<file path="src/rtl/uart_axis_receiver.sv">
// uart_axis_receiver: 8N1 UART line receiver feeding a small AXI-Stream FIFO.
// A half-bit start check, mid-bit sampling from one down-counter, and a
// WAIT_HIGH state so a held-low line (break) yields a single framing error.
module uart_axis_receiver #(
  parameter int          CLK_FREQ   = 16000000,
  parameter int          BAUD_RATE  = 57600,
  parameter int          FIFO_DEPTH = 4,
  parameter logic [7:0]  LAST_CHAR  = 8'h0A
) (
  input  logic       i_clk,
  input  logic       i_rst_n,
  input  logic       i_uart_rx,
  output logic [7:0] o_tdata,
  output logic       o_tlast,
  output logic       o_tvalid,
  input  logic       i_tready,
  output logic       o_frame_err,
  output logic       o_overrun
);

  localparam int DIV = (CLK_FREQ + BAUD_RATE / 2) / BAUD_RATE;
  localparam int CW  = (DIV > 2) ? $clog2(DIV) : 1;
  localparam int AW  = (FIFO_DEPTH > 1) ? $clog2(FIFO_DEPTH) : 1;
  localparam logic [CW-1:0] HALF_LD = CW'(DIV / 2 - 1);
  localparam logic [CW-1:0] FULL_LD = CW'(DIV - 1);

  generate
    if (DIV < 4) begin : g_div_chk
      $error("uart_axis_receiver: clock/baud ratio below 4");
    end
    if (FIFO_DEPTH < 2 || (FIFO_DEPTH & (FIFO_DEPTH - 1)) != 0) begin : g_depth_chk
      $error("uart_axis_receiver: FIFO_DEPTH must be a power of two >= 2");
    end
  endgenerate

  typedef enum logic [2:0] {IDLE, START, DATA, STOP, WAIT_HIGH} state_t;

  state_t        state;
  logic [CW-1:0] cnt;
  logic [2:0]    bidx;
  logic [7:0]    shreg;
  logic          rx_meta, rx_s;

  logic [8:0]    mem [FIFO_DEPTH];
  logic [AW:0]   wr_ptr, rd_ptr;
  logic          empty, full, pop, push_req, push_ok;
  logic [8:0]    head;

  // Two-flop synchroniser; resets to the idle (high) line level.
  always_ff @(posedge i_clk or negedge i_rst_n) begin
    if (!i_rst_n) begin
      rx_meta <= 1'b1;
      rx_s    <= 1'b1;
    end else begin
      rx_meta <= i_uart_rx;
      rx_s    <= rx_meta;
    end
  end

  assign empty    = (wr_ptr == rd_ptr);
  assign full     = (wr_ptr[AW] != rd_ptr[AW]) && (wr_ptr[AW-1:0] == rd_ptr[AW-1:0]);
  assign pop      = !empty && i_tready;
  assign push_req = (state == STOP) && (cnt == '0) && rx_s;
  assign push_ok  = push_req && (!full || pop);
  assign head     = mem[rd_ptr[AW-1:0]];

  assign o_tvalid = !empty;
  assign o_tdata  = o_tvalid ? head[7:0] : 8'h00;
  assign o_tlast  = o_tvalid & head[8];

  // Receive FSM: counter-driven mid-bit sampling, registered error pulses.
  always_ff @(posedge i_clk or negedge i_rst_n) begin
    if (!i_rst_n) begin
      state       <= IDLE;
      cnt         <= '0;
      bidx        <= '0;
      shreg       <= '0;
      o_frame_err <= 1'b0;
      o_overrun   <= 1'b0;
    end else begin
      o_frame_err <= 1'b0;
      o_overrun   <= 1'b0;
      case (state)
        IDLE: begin
          if (!rx_s) begin
            cnt   <= HALF_LD;
            state <= START;
          end
        end
        START: begin
          if (cnt != '0) cnt <= cnt - 1'b1;
          else if (!rx_s) begin
            cnt   <= FULL_LD;
            bidx  <= '0;
            state <= DATA;
          end else state <= IDLE;
        end
        DATA: begin
          if (cnt != '0) cnt <= cnt - 1'b1;
          else begin
            shreg <= {rx_s, shreg[7:1]};
            cnt   <= FULL_LD;
            bidx  <= bidx + 1'b1;
            if (bidx == 3'd7) state <= STOP;
          end
        end
        STOP: begin
          if (cnt != '0) cnt <= cnt - 1'b1;
          else if (rx_s) begin
            o_overrun <= full && !pop;
            state     <= IDLE;
          end else begin
            o_frame_err <= 1'b1;
            state       <= WAIT_HIGH;
          end
        end
        WAIT_HIGH: begin
          if (rx_s) state <= IDLE;
        end
        default: state <= IDLE;
      endcase
    end
  end

  // FIFO pointers; the extra MSB tells full from empty.
  always_ff @(posedge i_clk or negedge i_rst_n) begin
    if (!i_rst_n) begin
      wr_ptr <= '0;
      rd_ptr <= '0;
    end else begin
      if (push_ok) wr_ptr <= wr_ptr + 1'b1;
      if (pop)     rd_ptr <= rd_ptr + 1'b1;
    end
  end

  // FIFO storage; contents are masked by o_tvalid so they need no reset.
  always_ff @(posedge i_clk) begin
    if (push_ok) mem[wr_ptr[AW-1:0]] <= {(shreg == LAST_CHAR), shreg};
  end

endmodule

</file>
<file path="config.mk">
export PLATFORM = sky130hd
export DESIGN_NAME = uart_axis_receiver
export DESIGN_NICKNAME = d
export VERILOG_FILES = /design/src/rtl/uart_axis_receiver.sv
export SDC_FILE = /design/constraint.sdc
export NUM_CORES = 1
export LEC_CHECK = 0
export BUFFER_PORTS_ARGS = -buffer_cell sky130_fd_sc_hd__buf_2
export CAP_MARGIN = 10
export CORE_MARGIN = 5
export CORE_UTILIZATION = 45
export CTS_BUF_LIST = sky130_fd_sc_hd__clkbuf_8 sky130_fd_sc_hd__clkbuf_16
export DETAILED_ROUTE_END_ITERATION = 6
export PLACE_DENSITY = 0.6
export SYNTH_ARGS = -nofsm -noshare
export SYNTH_HDL_FRONTEND = slang
export SYNTH_SLANG_ARGS = --single-unit
</file>
<file path="constraint.sdc">
create_clock -name i_clk -period 2.87 [get_ports i_clk]
set_input_delay 0.1435 -clock i_clk [delete_from_list [all_inputs] [get_ports i_clk]]
set_output_delay 0.1435 -clock i_clk [all_outputs]
set_load 0.02 [all_outputs]
</file>
==> results.yml <==
cells_and_area:
  area_growth_pct: 13.3
  drive_gt1_share_pct: 28.5
  final_util_pct: 53.0
  stdcell_count: 349
  nets: 260
  finalInstanceArea_sq_mm: 0.00364
  diodes: 0
placement:
  dp_cells: 331
  placed_cell_area_sq_mm: 0.00341
  place_congestion: 0.743
  place_ws_ns: 0.557
  io_buffer_count: 15
  hpwl_um: 4000
setup_path:
  crit_type: "reg -> reg"
  reg2regPathDepth: 6
  critPathLaunch: "cnt[0]"
  reg2reg_slack_ns: 0.57
  required_ns: 2.86
  r2r_end: "mem[1][8]"
  end_kind: "flip-flop"
  crit_fanout: 9
  r2r_start: "cnt[0]"
  endpoint: "mem[1][8]"
  critical_path_arrival_ns: 2.29
  worstSetupStartpointType: "flip-flop"
sta:
  final-hold-violation-count: 0
  maxSlewViolCount: 0
  fmax_mhz: 435
  finalCritPeriodShare_pct: 80.2
  min_period_ns: 2.30
  setup_ws_ns: 0.569
  worstMarginPinSlew_ns: 0.772
  finClkSkew_ns: 0.00933
  fin_setup_tns_ns: 0
  fin_hold_ws_ns: 0.120
  setup_violations: 0
  rsz0062_at_grt: "false"
  slew-limit-headroom_pct: 48.5
logic_synthesis:
  synth_ff_type: "edfxtp_1"
  synth_top_area_share_pct: 33.7
  synth_most_common_cell: "edfxtp_1"
  seq_area_frac_synth_pct: 59.5
  netlist_instances: 223
  synth-edff-count: 36
  synthTopCellsByCount: "edfxtp_1, dfrtp_1, and2_1"
  synth_warnings: 0
  synth_top_cell_by_area: "edfxtp_1"
  synthesis.nets: 235
  synth_cell_types: 58
  synthTopCellsByArea: "edfxtp_1, dfrtp_1, mux4_2, mux2_2, ha_1"
  netlist_area_sq_mm: 0.00321
  ys_async_sr_fraction_pct: 47.8
  synth-seq-cells: 69
  avgSynthCellArea_sq_um: 14.4
clocking:
  post-cts-setup-buffers: 0
  htreeDepth: 3
  cts_tree: "built"
  ctsResizeCount: 0
  clk_latency_ns: 0.34
  clk_path_buf_depth: 2
  cts_buffers: 9
  numClockSinks: 69
  hold_buffers: 2
  clockRootBuffer: "clkbuf_8"
  clk_pin_slew_ns: 0.08
drt:
  antenna_left: 0
  vias: 1844
  drc_errors: 0
  routedWlPerCell_um: 16.7
  via_per_inst: 5.28
  drtPass1Iterations: 4
  drtIter0Drc: 61
  routed_wl_um: 5810
die:
  die_area_sq_mm: 0.00892
  die_w_um: 94.5
  die_h_um: 94.5
  io_pins: 16
  coreArea_sq_mm: 0.00687
  start_util_pct: 46.7
  rows: 30
power:
  swShare_pct: 28.9
  combinationalPowerShare_pct: 20.7
  p_int_mw: 1.72
  p_switching_uw: 701
  vdd_drop_max_uv: 227
  p_total_mw: 2.42
  leakagePower_nw: 1.44
  p_clk_share_pct: 33.6
  power-per-cell-area_mw_per_mm2: 666
  seqPwrFrac_pct: 45.7
run_status:
  outcome: "finished clean"
grt:
  track_usage_pct: 14.6
  grt_pass1_wl_um: 9710
  grt_pass1_vias: 1860
  overflow: 0
  antenna_found_initial: 0
  grt_max_degree: 34
hold_path:
  hp-class: "in -> reg"
job:
  drv_cap: 0
cell families (layout without fill, tap and decap cells):
logic type,count (synthesis),after routing,share of synthesized area (%)
AO/OA/AOI/OAI,38,38,8.50
AND/OR/NAND/NOR,64,64,14.6
flip-flops,69,69,59.5
multiplexers,21,21,10.5
XOR/XNOR,7,7,1.91
buffers and inverters,16,46,1.95
adder cells (fa/ha/maj),8,8,3.12
worst max-delay path: stages (launching register included):
cell	delay (ns)
dfrtp_1	0.42
inv_1	0.12
ha_1	0.21
nor4b_4	0.24
nand3_2	0.20
nor3b_4	0.30
and2_1	0.46
placed cells by master, fill, tap and decap left out, drive strengths merged, types with 4 or more instances in the layout:
cell	netlist	layout
dfrtp	31	31
ha	8	8
nor2	11	11
buf	2	20
mux2	11	11
a21oi	4	4
nor3	7	7
edfxtp	36	36
nand2	6	6
o21ai	11	11
xnor2	5	5
mux4	9	9
inv	8	11
nand3	5	5
and2	12	12
clkbuf	6	9
how the worst min path moves through the flow:
stage / from / endpoint / slack (ns) / cells past startpoint
after floorplan: i_rst_n / bidx[0] / -0.15 / 0
after global placement: i_uart_rx / rx_meta / 0.25 / 1
after detailed placement: i_uart_rx / rx_meta / 0.25 / 1
after CTS: i_tready / rd_ptr[0] / 0.1 / 3
after global routing: i_tready / rd_ptr[0] / 0.10 / 3
final: i_tready / rd_ptr[0] / 0.12 / 3
flip-flops by register name (all words and copies together), names as in the netlist, 3 cells and up:
register,count
state,3
mem,36
shreg,8
wr_ptr,3
rd_ptr,3
cnt,9
bidx,3
power groups by stage:
stage	clock network (mW)	registers (mW)	logic, mW
finish	0.813	1.11	0.501
global route	0.886	1.11	0.550
CTS	0.842	1.11	0.515
detailed placement	0	1.13	0.510
global placement	0	1.13	0.508
floorplan	0	1.10	0.403
metal layers:
metal / vias up / share of wire [%] / global-route usage [%]
li1: 900 / - / -
met1: 905 / 48 / 20.2
met2: 33 / 47 / 21.9
met3: 6 / 3.7 / 4.54
met4: 0 / 0.88 / 4.69
met5: - / 0 / 0
layout make-up:
cell class,count,area [sq um]
Clock buffer,9,124
Clock inverter,7,82.6
Fill cell,609,3230
Tap cell,96,120
Timing Repair Buffer,22,133
Sequential cell,69,1910
Multi-Input combinational cell,138,1240
Inverter,8,30.0
(Power assumes the default switching activity.)
